$ cat config.mk
export PLATFORM = sky130hd
export DESIGN_NAME = io_out_fifo_flat
export DESIGN_NICKNAME = d
export VERILOG_FILES = /design/src/rtl/io_out_fifo_pkg.sv /design/src/rtl/io_out_fifo_if.sv /design/src/rtl/io_out_fifo_ram.sv /design/src/rtl/io_out_fifo.sv /design/src/flat_wrapper.sv
export SDC_FILE = /design/constraint.sdc
export NUM_CORES = 1
export LEC_CHECK = 0
export BUFFER_PORTS_ARGS = -buffer_cell sky130_fd_sc_hd__buf_4
export CAP_MARGIN = 0
export CORE_UTILIZATION = 40
export DETAILED_ROUTE_END_ITERATION = 8
export PLACE_DENSITY = 0.64
export SYNTH_ARGS = -nofsm -noshare
export SYNTH_HDL_FRONTEND = slang
export SYNTH_SLANG_ARGS = --single-unit
$ cat constraint.sdc
create_clock -name clk -period 3.95 [get_ports clk]
set_clock_uncertainty 0.05 [all_clocks]
set_input_delay 0.1975 -clock clk [delete_from_list [all_inputs] [get_ports clk]]
set_output_delay 0.1975 -clock clk [all_outputs]
set_load 0.01 [all_outputs]
$ cat src/rtl/io_out_fifo_pkg.sv
// io_out_fifo_pkg: width helpers and entry packing shared by the output FIFO slice
package io_out_fifo_pkg;

    // Port address width, never narrower than one bit
    function automatic int addr_w(input int nuioou);
        return (nuioou > 2) ? $clog2(nuioou) : 1;
    endfunction

    // Pointer width, never narrower than one bit
    function automatic int ptr_w(input int fdepth);
        return (fdepth > 2) ? $clog2(fdepth) : 1;
    endfunction

    // Fill-level width, able to hold the value fdepth
    function automatic int cnt_w(input int fdepth);
        return $clog2(fdepth + 1);
    endfunction

    // Stored entry width: {addr, data}
    function automatic int ent_w(input int nubits, input int nuioou);
        return addr_w(nuioou) + nubits;
    endfunction

    // Widest entry the helpers below can carry
    localparam int MAX_EW = 64;

    // Places the address directly above the data word
    function automatic logic [MAX_EW-1:0] pack_entry(input logic [MAX_EW-1:0] addr,
                                                    input logic [MAX_EW-1:0] data,
                                                    input int nubits);
        return (addr << nubits) | data;
    endfunction

    // Recovers the address field from a packed entry
    function automatic logic [MAX_EW-1:0] unpack_addr(input logic [MAX_EW-1:0] ent,
                                                     input int nubits);
        return ent >> nubits;
    endfunction

endpackage

$ cat src/rtl/io_out_fifo_if.sv
// io_out_fifo_if: processor-write and consumer-handshake bundle of the output FIFO (itr_req under IO_OUT_FIFO_ITR_EN)
interface io_out_fifo_if #(
    parameter int NUBITS = 16,
    parameter int NUIOOU = 2,
    parameter int FDEPTH = 8
);
    localparam int AW = io_out_fifo_pkg::addr_w(NUIOOU);
    localparam int CW = io_out_fifo_pkg::cnt_w(FDEPTH);

    logic [NUBITS-1:0] io_out;
    logic [AW-1:0]     addr_out;
    logic              out_en;
    logic [NUBITS-1:0] dout_data;
    logic [AW-1:0]     dout_addr;
    logic              dout_valid;
    logic              dout_ready;
    logic              full;
    logic              empty;
    logic [CW-1:0]     count;
    logic              ovf;
`ifdef IO_OUT_FIFO_ITR_EN
    logic              itr_req;
`endif

    modport slave (
        input  io_out, addr_out, out_en, dout_ready,
        output dout_data, dout_addr, dout_valid, full, empty, count, ovf
`ifdef IO_OUT_FIFO_ITR_EN
        , output itr_req
`endif
    );

    modport master (
        output io_out, addr_out, out_en, dout_ready,
        input  dout_data, dout_addr, dout_valid, full, empty, count, ovf
`ifdef IO_OUT_FIFO_ITR_EN
        , input itr_req
`endif
    );
endinterface

$ cat src/rtl/io_out_fifo_ram.sv
// fifo_ram: entry storage with a synchronous write port and an asynchronous read port
module fifo_ram #(
    parameter int EW = 17,
    parameter int FDEPTH = 8,
    parameter int PW = 3
) (
    input  logic          clk,
    input  logic          we_i,
    input  logic [PW-1:0] waddr_i,
    input  logic [EW-1:0] wdata_i,
    input  logic [PW-1:0] raddr_i,
    output logic [EW-1:0] rdata_o
);
    logic [EW-1:0] mem_q [FDEPTH];

    // Write the entry at the write pointer; storage is not reset, pointers make it invisible
    always_ff @(posedge clk) begin
        if (we_i) mem_q[waddr_i] <= wdata_i;
    end

    assign rdata_o = mem_q[raddr_i];
endmodule

$ cat src/rtl/io_out_fifo.sv
// io_out_fifo: show-ahead FIFO between processor output writes and a valid/ready consumer (optional itr_req via IO_OUT_FIFO_ITR_EN)
module io_out_fifo
    import io_out_fifo_pkg::*;
#(
    parameter int NUBITS = 16,
    parameter int NUIOOU = 2,
    parameter int FDEPTH = 8,
    parameter int FTHRES = 6
) (
    input logic clk,
    input logic rst,
    io_out_fifo_if.slave bus
);
    localparam int AW = addr_w(NUIOOU);
    localparam int PW = ptr_w(FDEPTH);
    localparam int CW = cnt_w(FDEPTH);
    localparam int EW = ent_w(NUBITS, NUIOOU);

    logic [PW-1:0] wr_q, wr_d, rd_q, rd_d;
    logic [CW-1:0] cnt_q, cnt_d;
    logic          ovf_q, ovf_d;
    logic          empty, full, pop, push;
    logic [EW-1:0] wr_ent, rd_ent;

    assign wr_ent = EW'(pack_entry(MAX_EW'(bus.addr_out), MAX_EW'(bus.io_out), NUBITS));

    // Handshake decode, wrapping pointer advance, fill level and sticky overflow
    always_comb begin
        empty = (cnt_q == '0);
        full  = (cnt_q == CW'(FDEPTH));
        pop   = !empty & bus.dout_ready;
        push  = bus.out_en & (!full | pop);
        wr_d  = push ? ((wr_q == PW'(FDEPTH - 1)) ? '0 : wr_q + 1'b1) : wr_q;
        rd_d  = pop ? ((rd_q == PW'(FDEPTH - 1)) ? '0 : rd_q + 1'b1) : rd_q;
        cnt_d = (push & !pop) ? cnt_q + 1'b1 : (pop & !push) ? cnt_q - 1'b1 : cnt_q;
        ovf_d = ovf_q | (bus.out_en & !push);
    end

    // State registers; reset discards all entries and clears the overflow flag
    always_ff @(posedge clk) begin
        if (rst) begin
            wr_q  <= '0;
            rd_q  <= '0;
            cnt_q <= '0;
            ovf_q <= 1'b0;
        end else begin
            wr_q  <= wr_d;
            rd_q  <= rd_d;
            cnt_q <= cnt_d;
            ovf_q <= ovf_d;
        end
    end

    fifo_ram #(.EW(EW), .FDEPTH(FDEPTH), .PW(PW)) u_ram (
        .clk     (clk),
        .we_i    (push & !rst),
        .waddr_i (wr_q),
        .wdata_i (wr_ent),
        .raddr_i (rd_q),
        .rdata_o (rd_ent)
    );

    assign bus.dout_valid = !empty;
    assign bus.dout_data  = empty ? '0 : rd_ent[NUBITS-1:0];
    assign bus.dout_addr  = empty ? '0 : AW'(unpack_addr(MAX_EW'(rd_ent), NUBITS));
    assign bus.full       = full;
    assign bus.empty      = empty;
    assign bus.count      = cnt_q;
    assign bus.ovf        = ovf_q;

`ifdef IO_OUT_FIFO_ITR_EN
    logic itr_q;

    // Threshold request follows the registered fill level one cycle later
    always_ff @(posedge clk) begin
        if (rst) itr_q <= 1'b0;
        else     itr_q <= (cnt_q >= CW'(FTHRES));
    end

    assign bus.itr_req = itr_q;
`endif
endmodule
$ cat src/flat_wrapper.sv
// flat-port wrapper written by rule: the top's interface ports become plain ports
module io_out_fifo_flat import io_out_fifo_pkg::*;
#(
    parameter int NUBITS = 16,
    parameter int NUIOOU = 2,
    parameter int FDEPTH = 8,
    parameter int FTHRES = 6
)
  (clk, rst, bus_io_out, bus_addr_out, bus_out_en, bus_dout_ready, bus_dout_data, bus_dout_addr, bus_dout_valid, bus_full, bus_empty, bus_count, bus_ovf);
  io_out_fifo_if #(.NUBITS(NUBITS), .NUIOOU(NUIOOU), .FDEPTH(FDEPTH)) bus_i ();
  input logic clk;
  input logic rst;
  input wire logic [$bits(bus_i.io_out)-1:0] bus_io_out;
  input wire logic [$bits(bus_i.addr_out)-1:0] bus_addr_out;
  input wire logic [$bits(bus_i.out_en)-1:0] bus_out_en;
  input wire logic [$bits(bus_i.dout_ready)-1:0] bus_dout_ready;
  output wire logic [$bits(bus_i.dout_data)-1:0] bus_dout_data;
  output wire logic [$bits(bus_i.dout_addr)-1:0] bus_dout_addr;
  output wire logic [$bits(bus_i.dout_valid)-1:0] bus_dout_valid;
  output wire logic [$bits(bus_i.full)-1:0] bus_full;
  output wire logic [$bits(bus_i.empty)-1:0] bus_empty;
  output wire logic [$bits(bus_i.count)-1:0] bus_count;
  output wire logic [$bits(bus_i.ovf)-1:0] bus_ovf;
  assign bus_i.io_out = bus_io_out;
  assign bus_i.addr_out = bus_addr_out;
  assign bus_i.out_en = bus_out_en;
  assign bus_i.dout_ready = bus_dout_ready;
  assign bus_dout_data = bus_i.dout_data;
  assign bus_dout_addr = bus_i.dout_addr;
  assign bus_dout_valid = bus_i.dout_valid;
  assign bus_full = bus_i.full;
  assign bus_empty = bus_i.empty;
  assign bus_count = bus_i.count;
  assign bus_ovf = bus_i.ovf;
  io_out_fifo #(.NUBITS(NUBITS), .NUIOOU(NUIOOU), .FDEPTH(FDEPTH), .FTHRES(FTHRES)) u_core (.clk(clk), .rst(rst), .bus(bus_i));
endmodule
==> metrics.txt, run 1 <==
die area=15100 µm²; Post-synth EDFFs=roughly 140; Pre-antenna DRT Iters=4; commonest non-fill, non-tap cell in the layout=edfxtp_1; Layout Cells excl Fill=~570; max-slew violations=0; Mapped Nets=323; remaining antenna violation count=0; Initial Utilization=41.6%; placed instance area=between 6000 and 7000 µm²; worst endpoint required time=4210 ps; minimum clock period after layout=2950 ps; fin util=51.4%; Worst-path clk slew=60 ps; outcome=finished clean; PD cells=601 nW/µm²; TritonCTS Buffers=17; top_reg_cell synth=edfxtp_1; core area=roughly 14000 µm²; Max Buffers Root-to-Sink=2; total congestion overflow=0; Net Sw Frac=26.9%; vias in the first global route=between 2k and 3k; kind of critical path=reg -> reg; post-synth cell types=35; Power Internal=3180 µW; Root Buffer=clkbuf_16; register area share after synthesis=about three quarters; HP Class=in -> reg; NetSw=approximately 1200 µW; Rows=43; Hold Vio Cnt, Final=0; layout cells sized above 1=35.2%; drt drc=0; TNS Setup=0 ps; first-pass GRT wire length=16.1 mm; TritonCTS clock tree=built; post-synth top area share=69.7%; Final nets=405; Vias/cell=5.07; dpl ws=a little over 1000 ps; setup slack after layout=~1000 ps; Mapped Avg Cell Area=19.9 µm²; RSZ-0062 raised after global routing=false; Post-synth ARST share=0%; Lkg Pwr=between 0.002 and 0.0025 µW; Synth warnings=0; Syn Inst Count=294; Layout fillers=1150; PostCTS Resize Cnt=0; Clock Sinks=150; fin area=between 7000 and 8000 µm²; initial antenna violation count=0; Netlist Area Pre-Place=around 5900 µm²; worst-path fanout max=7; # IOs=46; commonest non-fill, non-tap cells in the layout=edfxtp_1 (136), buf_4 (58), mux4_2 (34); cts hold-fix bufs=18; Max-Slew Margin vs Limit=36.0%; Synth Register Bits=150; Routed Wire Length=10.3 mm; ranking of synthesized cells by area=edfxtp_1 (70%), mux4_2 (13%), dfxtp_1 (4.8%); H-tree levels=4; die width=123 µm; number of DRC markers in iteration 0=168; worst vdd ir=about 300 µV; endpoints failing setup=0; post-DP HPWL=6.18 mm; DP Cell Count=roughly 520; # port buffers=45; Placer Congestion=0.774; setup bufs post-CTS=0; Startpoint Class=flip-flop; P&R area growth vs syn=23.6%; Combinational Power Share=22.1%; die height=123 µm; Antenna diodes=0; Worst EP arrival=3210 ps; Clk Latency, worst-skew pair=about 420 ps; Max-Cap Viols=0; total global-route track usage=15.1%; crit share post-route=74.6%; area leader, netlist=edfxtp_1; Seq pwr share=42.6%; WL/cell=18.1 µm; largest net degree at the start of global routing=23; Vias=just under 3k; endpoint type of the worst setup path=flip-flop; fmax=0.339 GHz; Clk pwr share=about a third; Slew @ Worst Pin=958 ps
[metal layers]
metal | vias to the layer above | routed length [µm] | share of wire [%] | GRT usage [%]
met5 | - | 0 | 0 | 0
met4 | 0 | 135 | 1.3 | 6.10
met3 | 12 | 301 | 2.9 | 3.92
met2 | 45 | 5320 | 52 | 25.2
met1 | 1485 | 4540 | 44 | 18.8
li1 | 1344 | - | - | -
[cells in the mapped netlist, types with 3 or more instances]
library cell  instances
a21oi_1               6
buf_1                 4
buf_2                 3
buf_4                 3
dfxtp_1              14
edfxtp_1            136
ha_1                  7
mux2i_1              20
mux4_2               34
nand2_1               6
nor2_1               30
nor3_1                3
[stage by stage]
step                power, µW  hold slack [ps]
floorplan                2490              246
global placement         2850              380
detailed placement       2860              385
CTS                      4410             2.27
global route             4550             29.9
finish                   4350             18.1
[state kept, by name, indices dropped and copies added, names as in the netlist, named ones only]
register	cells
u_core.bus.ovf	1
u_core.wr_q	3
u_core.rd_q	3
u_core.bus.count	4
u_core.u_ram.mem_q	136
[worst max-delay path, cell delays in order (launching register included)]
cell and delay [ps]:
dfxtp_1 380, or4b_4 590, o21ai_4 270, inv_2 110, ha_1 210, inv_1 140, ha_1 290, a21oi_1 190
a211oi_1 100, a31oi_1 160, mux2_2 340
[path summary, 6_finish.rpt]
| kind | startpoint | end | slack [ps] | cells past startpoint |
|---|---|---|---|---|
| worst max-delay path | u_core.bus.count[0]$_SDFFE_PP0P_ | u_core.bus.count[3]$_SDFFE_PP0P_ | 1000 | 10 |
| worst min-delay path | rst | u_core.bus.count[2]$_SDFFE_PP0P_ | 20 | 2 |
| worst max register to register | u_core.bus.count[0]$_SDFFE_PP0P_ | u_core.bus.count[3]$_SDFFE_PP0P_ | 1000 | 10 |
| worst min register to register | u_core.bus.ovf$_SDFF_PP0_ | u_core.bus.ovf$_SDFF_PP0_ | 430 | 2 |
[final cells by class]
type / instances / area (µm²) / area share, %
inverters: 4 / 15.0 / 0.207
multi-input cells: 127 / 1450 / 20.0
clock buffers: 18 / 429 / 5.93
clock inverters: 14 / 141 / 1.95
flip-flops and latches: 150 / 4370 / 60.3
well taps: 180 / 225 / 3.11
repair buffers: 76 / 616 / 8.50
[power groups by stage]
stage | combinational, µW | clock, µW | sequential, µW
3_5_place_dp | 969 | 0 | 1890
6_report | 961 | 1540 | 1850
5_1_grt | 1060 | 1630 | 1860
2_1_floorplan | 630 | 0 | 1860
4_1_cts | 988 | 1570 | 1850
3_3_place_gp | 963 | 0 | 1880
[cell families (layout without fill, tap and decap cells)]
| family | count (synthesis) | after routing | synth area share, % |
|---|---|---|---|
| muxes | 55 | 55 | 16.7 |
| adders and majority gates | 8 | 8 | 1.84 |
| DFF | 150 | 150 | 74.5 |
| xor gates and xnor gates | 2 | 2 | 0.299 |
| AOI/OAI and AO/OA | 10 | 10 | 1.11 |
| buffers and inverters | 17 | 112 | 1.37 |
| and+or+nand+nor | 52 | 52 | 4.23 |
Note: power is estimated with default switching activity, not from simulation.
==> inputs of run 2 (changes only) <==
- clock period: 3.95 -> 2.82 ns (I/O delays scaled with it)
==> run 2 against run 1 <==
Net effect: global-route usage grew 0.87 points; sequential share of layout area is 0.53 points lower; clock-buffer cell count is 1 higher; die area unchanged; critical endpoint unchanged; largest power group unchanged; first-iteration DRC count fell by 0.60%.
==> metrics.txt, run 2 (synthesis results as in run 1) <==
largest net degree at the start of global routing=21 (was 23); Initial Utilization=41.6% (unchanged); minimum clock period after layout=2670 ps (was 2950 ps); Antenna diodes=0 (unchanged); Rows=43 (unchanged); vias in the first global route=3082 (was 2976); Final nets=410 (was 405); P&R area growth vs syn=24.7% (was 23.6%); commonest non-fill, non-tap cells in the layout=edfxtp_1 (136), buf_4 (59), mux4_2 (34) (was edfxtp_1 (136), buf_4 (58), mux4_2 (34)); commonest non-fill, non-tap cell in the layout=edfxtp_1 (unchanged); total global-route track usage=16.0% (was 15.1%); HP Class=in -> reg (unchanged); die width=123 µm (unchanged); TNS Setup=0 ps (unchanged); first-pass GRT wire length=16.8 mm (was 16.1 mm); Placer Congestion=0.692 (was 0.774); worst endpoint required time=3070 ps (was 4210 ps); crit share post-route=94.9% (was 74.6%); die height=123 µm (unchanged); TritonCTS clock tree=built (unchanged); endpoints failing setup=0 (unchanged); worst reg2reg path startpoint=u_core.bus.count[1]$_SDFFE_PP0P_ (was u_core.bus.count[0]$_SDFFE_PP0P_); Critical Path Start=u_core.bus.count[1]$_SDFFE_PP0P_ (was u_core.bus.count[0]$_SDFFE_PP0P_); remaining antenna violation count=0 (unchanged); Startpoint Class=flip-flop (unchanged); FF-to-FF path depth=10 (unchanged); Clk Latency, worst-skew pair=410 ps (was 420 ps); setup bufs post-CTS=0 (unchanged); r2r setup slk=150 ps (was 1000 ps); Slew @ Worst Pin=985 ps (was 958 ps); Lkg Pwr=0.00245 µW (was 0.00243 µW); max-slew violations=0 (unchanged); DP Cell Count=522 (was 519); post-DP HPWL=6.59 mm (was 6.18 mm); max reg flops=136 (unchanged); Clock Sinks=150 (unchanged); die area=15100 µm² (unchanged); Layout Cells excl Fill=573 (was 569); PD cells=833 nW/µm² (was 601 nW/µm²); TritonCTS Buffers=17 (unchanged); RSZ-0062 raised after global routing=false (unchanged); Pre-antenna DRT Iters=4 (unchanged); Vias/cell=5.13 (was 5.07); drt drc=0 (unchanged); Hold Vio Cnt, Final=0 (unchanged); WL/cell=19.2 µm (was 18.1 µm); # IOs=46 (unchanged); Routed Wire Length=11.0 mm (was 10.3 mm); initial antenna violation count=0 (unchanged); Root Buffer=clkbuf_16 (unchanged); number of DRC markers in iteration 0=167 (was 168); Max-Cap Viols=0 (unchanged); endpoint type of the worst setup path=flip-flop (unchanged); core area=14100 µm² (unchanged); Max Buffers Root-to-Sink=2 (unchanged); Top reg by flops=u_core.u_ram.mem_q (unchanged); total congestion overflow=0 (unchanged); Layout fillers=1159 (was 1150); worst vdd ir=338 µV (was 296 µV); outcome=finished clean (unchanged); fmax=0.374 GHz (was 0.339 GHz); critical path endpoint=u_core.bus.count[3]$_SDFFE_PP0P_ (unchanged); Worst R2R End=u_core.bus.count[3]$_SDFFE_PP0P_ (unchanged); Max-Slew Margin vs Limit=34.0% (was 36.0%); layout cells sized above 1=35.6% (was 35.2%); Vias=2941 (was 2886); Worst-path clk slew=60 ps (about the same); # port buffers=45 (unchanged); worst-path fanout max=6 (was 7); kind of critical path=reg -> reg (unchanged); Worst EP arrival=2920 ps (was 3210 ps); H-tree levels=4 (unchanged)
[run 2: cell types whose count changed in the layout (fill, tap and decap cells not counted), sizes merged]
cell and delta:
buf +3, clkbuf +1, clkinv +1, clkinvlp +2, dlygate4sd3 +2, inv -5
[run 2: per-stage QoR]
step | setup WS [ps] | power, µW | utilization [%] | hold WS [ps] | area [µm²]
after floorplan | 73.6 | 3500 | - | 190 | 5880
after global routing | 22.1 | 6350 | 51.8 | 93.6 | 7310
after detailed placement | 33.3 | 4080 | 46.6 | 324 | 6560
final | 145 | 6090 | 51.8 | 84.7 | 7310
after CTS | 19.5 | 6160 | 51.8 | 59.1 | 7300
after global placement | 133 | 4060 | 46.6 | 323 | 6560
[run 2: layer usage]
layer  global-route usage [%]  up-vias  part of all wire, %
met3                     4.57        6                  3.7
li1                         -     1355                    -
met5                        0        -                    0
met1                     20.9     1524                   44
met4                     5.72        0                 0.59
met2                     25.5       56                   51
[run 2: worst min path at each step]
stage,from,end,slack [ps],cells after the start
6_report,bus_dout_ready,u_core.wr_q[0]$_SDFFE_PP0N_,80,4
3_5_place_dp,bus_io_out[11],u_core.u_ram.mem_q[5][11]$_DFFE_PP_,320,1
2_1_floorplan,bus_io_out[0],u_core.u_ram.mem_q[0][0]$_DFFE_PP_,190,0
5_1_grt,bus_dout_ready,u_core.wr_q[0]$_SDFFE_PP0N_,90,4
3_3_place_gp,bus_io_out[4],u_core.u_ram.mem_q[2][4]$_DFFE_PP_,320,1
4_1_cts,bus_dout_ready,flip-flop,60,4
[run 2: critical path: stages (launching register included)]
cell,delay (ps)
dfxtp_2,350
or4b_4,550
o21ai_4,150
inv_2,80
ha_1,210
inv_2,90
ha_1,270
a21oi_2,170
a211oi_1,90
a31oi_1,180
mux2_2,350
[run 2: report_power, final]
part           switching [µW]  internal (µW)
Sequential               92.3           2510
Combinational             675            758
Clock                     845           1200
Total                    1610           4480
[run 2: area by class of cell]
type / count / area (µm²) / area share (%)
clock inverters: 12 / 105 / 1.44
inverters: 4 / 15.0 / 0.205
multi-input cells: 127 / 1480 / 20.2
repair buffers: 81 / 683 / 9.35
flip-flops and latches: 150 / 4370 / 59.8
clock buffers: 19 / 433 / 5.92
well taps: 180 / 225 / 3.08
[run 2: timing repair]
item / 4_1_cts / 5_1_grt
gates resized for setup: 0 / 3
endpoints found under the hold margin: 146 / 0
hold buffers: 20 / 0
endpoints found under the setup margin: 0 / 1
==> inputs of run 3 (changes only) <==
- ABC_AREA: not set -> 1
- SETUP_SLACK_MARGIN: not set -> 0.4
==> run 3 against run 2 <==
Net effect: critical path depth is 2 higher; clock-buffer cell count shrank 1; sequential power is essentially flat; combinational power rose by 22%; flip-flop and latch count unchanged; synthesized area increased by 12%; register-to-register slack gained 330 ps; synthesized cell count up 130%; cell count is 69% higher; worst hold slack better by 360 ps; core utilization shrank 2.1 points; critical path type unchanged; highest routed layer unchanged.
==> metrics.txt, run 3 <==
Root Buffer=clkbuf_16 (unchanged); Clk Latency, worst-skew pair=410 ps (about the same); Post-synth ARST share=0% (unchanged); post-synth top area share=62.2% (was 69.7%); total global-route track usage=17.9% (was 16.0%); register area share after synthesis=66.5% (was 74.5%); worst-path fanout max=7 (was 6); setup bufs post-CTS=0 (unchanged); most frequent cell after synthesis=nand2_1 (was edfxtp_1); die width=130 µm (was 123 µm); post-DP HPWL=7.67 mm (was 6.59 mm); worst endpoint required time=3080 ps (was 3070 ps); Synth Register Bits=150 (unchanged); commonest non-fill, non-tap cell in the layout=nand2_1 (was edfxtp_1); Clock Sinks=150 (unchanged); outcome=finished clean (unchanged); initial antenna violation count=0 (unchanged); placed instance area=7120 µm² (was 6560 µm²); HP Class=reg -> reg (was in -> reg); kind of critical path=reg -> reg (unchanged); Slew @ Worst Pin=728 ps (was 985 ps); layout cells sized above 1=12.5% (was 35.6%); remaining antenna violation count=0 (unchanged); Final nets=766 (was 410); Rows=46 (was 43); TritonCTS Buffers=17 (unchanged); Mapped Avg Cell Area=9.82 µm² (was 19.9 µm²); max reg flops=136 (unchanged); endpoints failing setup=0 (unchanged); core area=15900 µm² (was 14100 µm²); # IOs=46 (unchanged); P&R area growth vs syn=20.7% (was 24.7%); vias in the first global route=4514 (was 3082); total congestion overflow=0 (unchanged); crit share post-route=83.2% (was 94.9%); minimum clock period after layout=2350 ps (was 2670 ps); Netlist Area Pre-Place=6560 µm² (was 5860 µm²); top_reg_cell synth=edfxtp_1 (unchanged); Worst EP arrival=2610 ps (was 2920 ps); Routed Wire Length=13.8 mm (was 11.0 mm); Vias/cell=4.72 (was 5.13); Crit-path slowest cell=dfxtp_1 (was or4b_4); Mapped Nets=697 (was 323); fin area=7920 µm² (was 7310 µm²); Vias=4562 (was 2941); Worst-path clk slew=60 ps (about the same); WL/cell=14.3 µm (was 19.2 µm); first-pass GRT wire length=22.4 mm (was 16.8 mm); TNS Setup=0 ps (unchanged); Syn Inst Count=668 (was 294); die height=130 µm (was 123 µm); most frequent CP cell=inv_1; max-slew violations=0 (unchanged); Max-Slew Margin vs Limit=51.4% (was 34.0%); Initial Utilization=41.2% (was 41.6%); drt drc=0 (unchanged); Synth warnings=0 (unchanged); Post-synth EDFFs=136 (unchanged); Lkg Pwr=0.00347 µW (was 0.00245 µW); Pre-antenna DRT Iters=5 (was 4); Antenna diodes=0 (unchanged); Startpoint Class=flip-flop (unchanged); Hold Vio Cnt, Final=0 (unchanged); Placer Congestion=0.790 (was 0.692); area leader, netlist=edfxtp_1 (unchanged); number of DRC markers in iteration 0=343 (was 167); ranking of synthesized cells by area=edfxtp_1 (62%), nand2_1 (15%), inv_1 (4.7%) (was edfxtp_1 (70%), mux4_2 (13%), dfxtp_1 (4.8%)); fmax=0.426 GHz (was 0.374 GHz); H-tree levels=4 (unchanged); top cells by count, synth=nand2_1 (260), edfxtp_1 (136), inv_1 (83) (was edfxtp_1 (136), mux4_2 (34), nor2_1 (30)); post-synth cell types=20 (was 35); commonest non-fill, non-tap cells in the layout=nand2_1 (260), edfxtp_1 (136), inv_1 (83) (was edfxtp_1 (136), buf_4 (59), mux4_2 (34)); Cell Chain, Critical Path=nor2_1 > nand3_2 > nand2_1 > inv_1 > ha_1 > inv_1 > ha_1 > or2_2 > nand3_1 > nand3_1 > nand2_1 > inv_1 (was or4b_4 > o21ai_4 > inv_2 > ha_1 > inv_2 > ha_1 > a21oi_2 > a211oi_1 > a31oi_1 > mux2_2); crit-path max cell delay=380 ps (was 550 ps); RSZ-0062 raised after global routing=true (was false); TritonCTS clock tree=built (unchanged); # port buffers=45 (unchanged); Max Buffers Root-to-Sink=2 (unchanged); Top reg by flops=u_core.u_ram.mem_q (unchanged); worst vdd ir=553 µV (was 338 µV); PD cells=830 nW/µm² (was 833 nW/µm²); Max-Cap Viols=0 (unchanged); endpoint type of the worst setup path=flip-flop (unchanged); largest net degree at the start of global routing=69 (was 21); die area=16900 µm² (was 15100 µm²)
==> run 3: worst paths after layout <==
path | from | endpoint | slack, ps | cells after the start
max | u_core.bus.count[0]$_SDFFE_PP0P_ | u_core.bus.count[3]$_SDFFE_PP0P_ | 470 | 12
min | u_core.rd_q[1]$_SDFFE_PP0N_ | u_core.rd_q[1]$_SDFFE_PP0N_ | 450 | 2
max reg2reg | u_core.bus.count[0]$_SDFFE_PP0P_ | u_core.bus.count[3]$_SDFFE_PP0P_ | 470 | 12
min reg2reg | u_core.rd_q[1]$_SDFFE_PP0N_ | u_core.rd_q[1]$_SDFFE_PP0N_ | 450 | 2
==> run 3: where the power goes <==
group | internal (µW) | switching, µW | leakage, µW | total, µW
clock network | 1380 | 850 | 0.000285 | 2230
logic | 661 | 1080 | 0.00184 | 1740
registers | 2530 | 71.2 | 0.00134 | 2600
==> run 3: worst max-delay path: cells and delay by family, from the launching register on <==
family | cells | cell delay [ps]
adders and majority gates | 2 | 470
and+or+nand+nor | 7 | 1100
DFF | 1 | 380
buffers and inverters | 3 | 240
==> run 3: cells by family after synthesis <==
family	Yosys count	synth area share, %
xor gates and xnor gates	1	0.133
buffers and inverters	115	7.49
DFF	150	66.5
adders and majority gates	8	1.64
AOI/OAI and AO/OA	13	0.991
and+or+nand+nor	381	23.2
==> run 3: final cells by class <==
class | instances | area (µm²)
multi-input cells | 403 | 1710
flip-flops and latches | 150 | 4370
repair buffers | 80 | 669
well taps | 216 | 270
fillers | 1441 | 8020
inverters | 85 | 319
clock buffers | 18 | 429
clock inverters | 14 | 159
==> run 3: metal layers <==
layer	global-route usage (%)	wire (µm)	vias up
met5	0	0	-
met1	22.0	5860	2145
met4	6.77	204	0
met3	4.10	893	17
met2	30.6	6820	129
li1	-	-	2271
==> run 3: repair_timing <==
item	4_1_cts	5_1_grt
setup endpoints to repair	0	6
gates resized for setup	0	2
hold buffers	21	0
hold endpoints to repair	146	0
==> run 3: through the flow <==
stage / setup WS (ps) / utilization [%] / hold WS (ps) / power (µW) / std cells
after floorplan: 637 / - / 190 / 3740 / 668
after global placement: 599 / 44.6 / 321 / 4290 / 913
after detailed placement: 484 / 44.6 / 327 / 4360 / 913
after CTS: 451 / 49.6 / 440 / 6620 / 966
after global routing: 340 / 49.7 / 453 / 6930 / 966
final: 474 / 49.7 / 447 / 6570 / 966
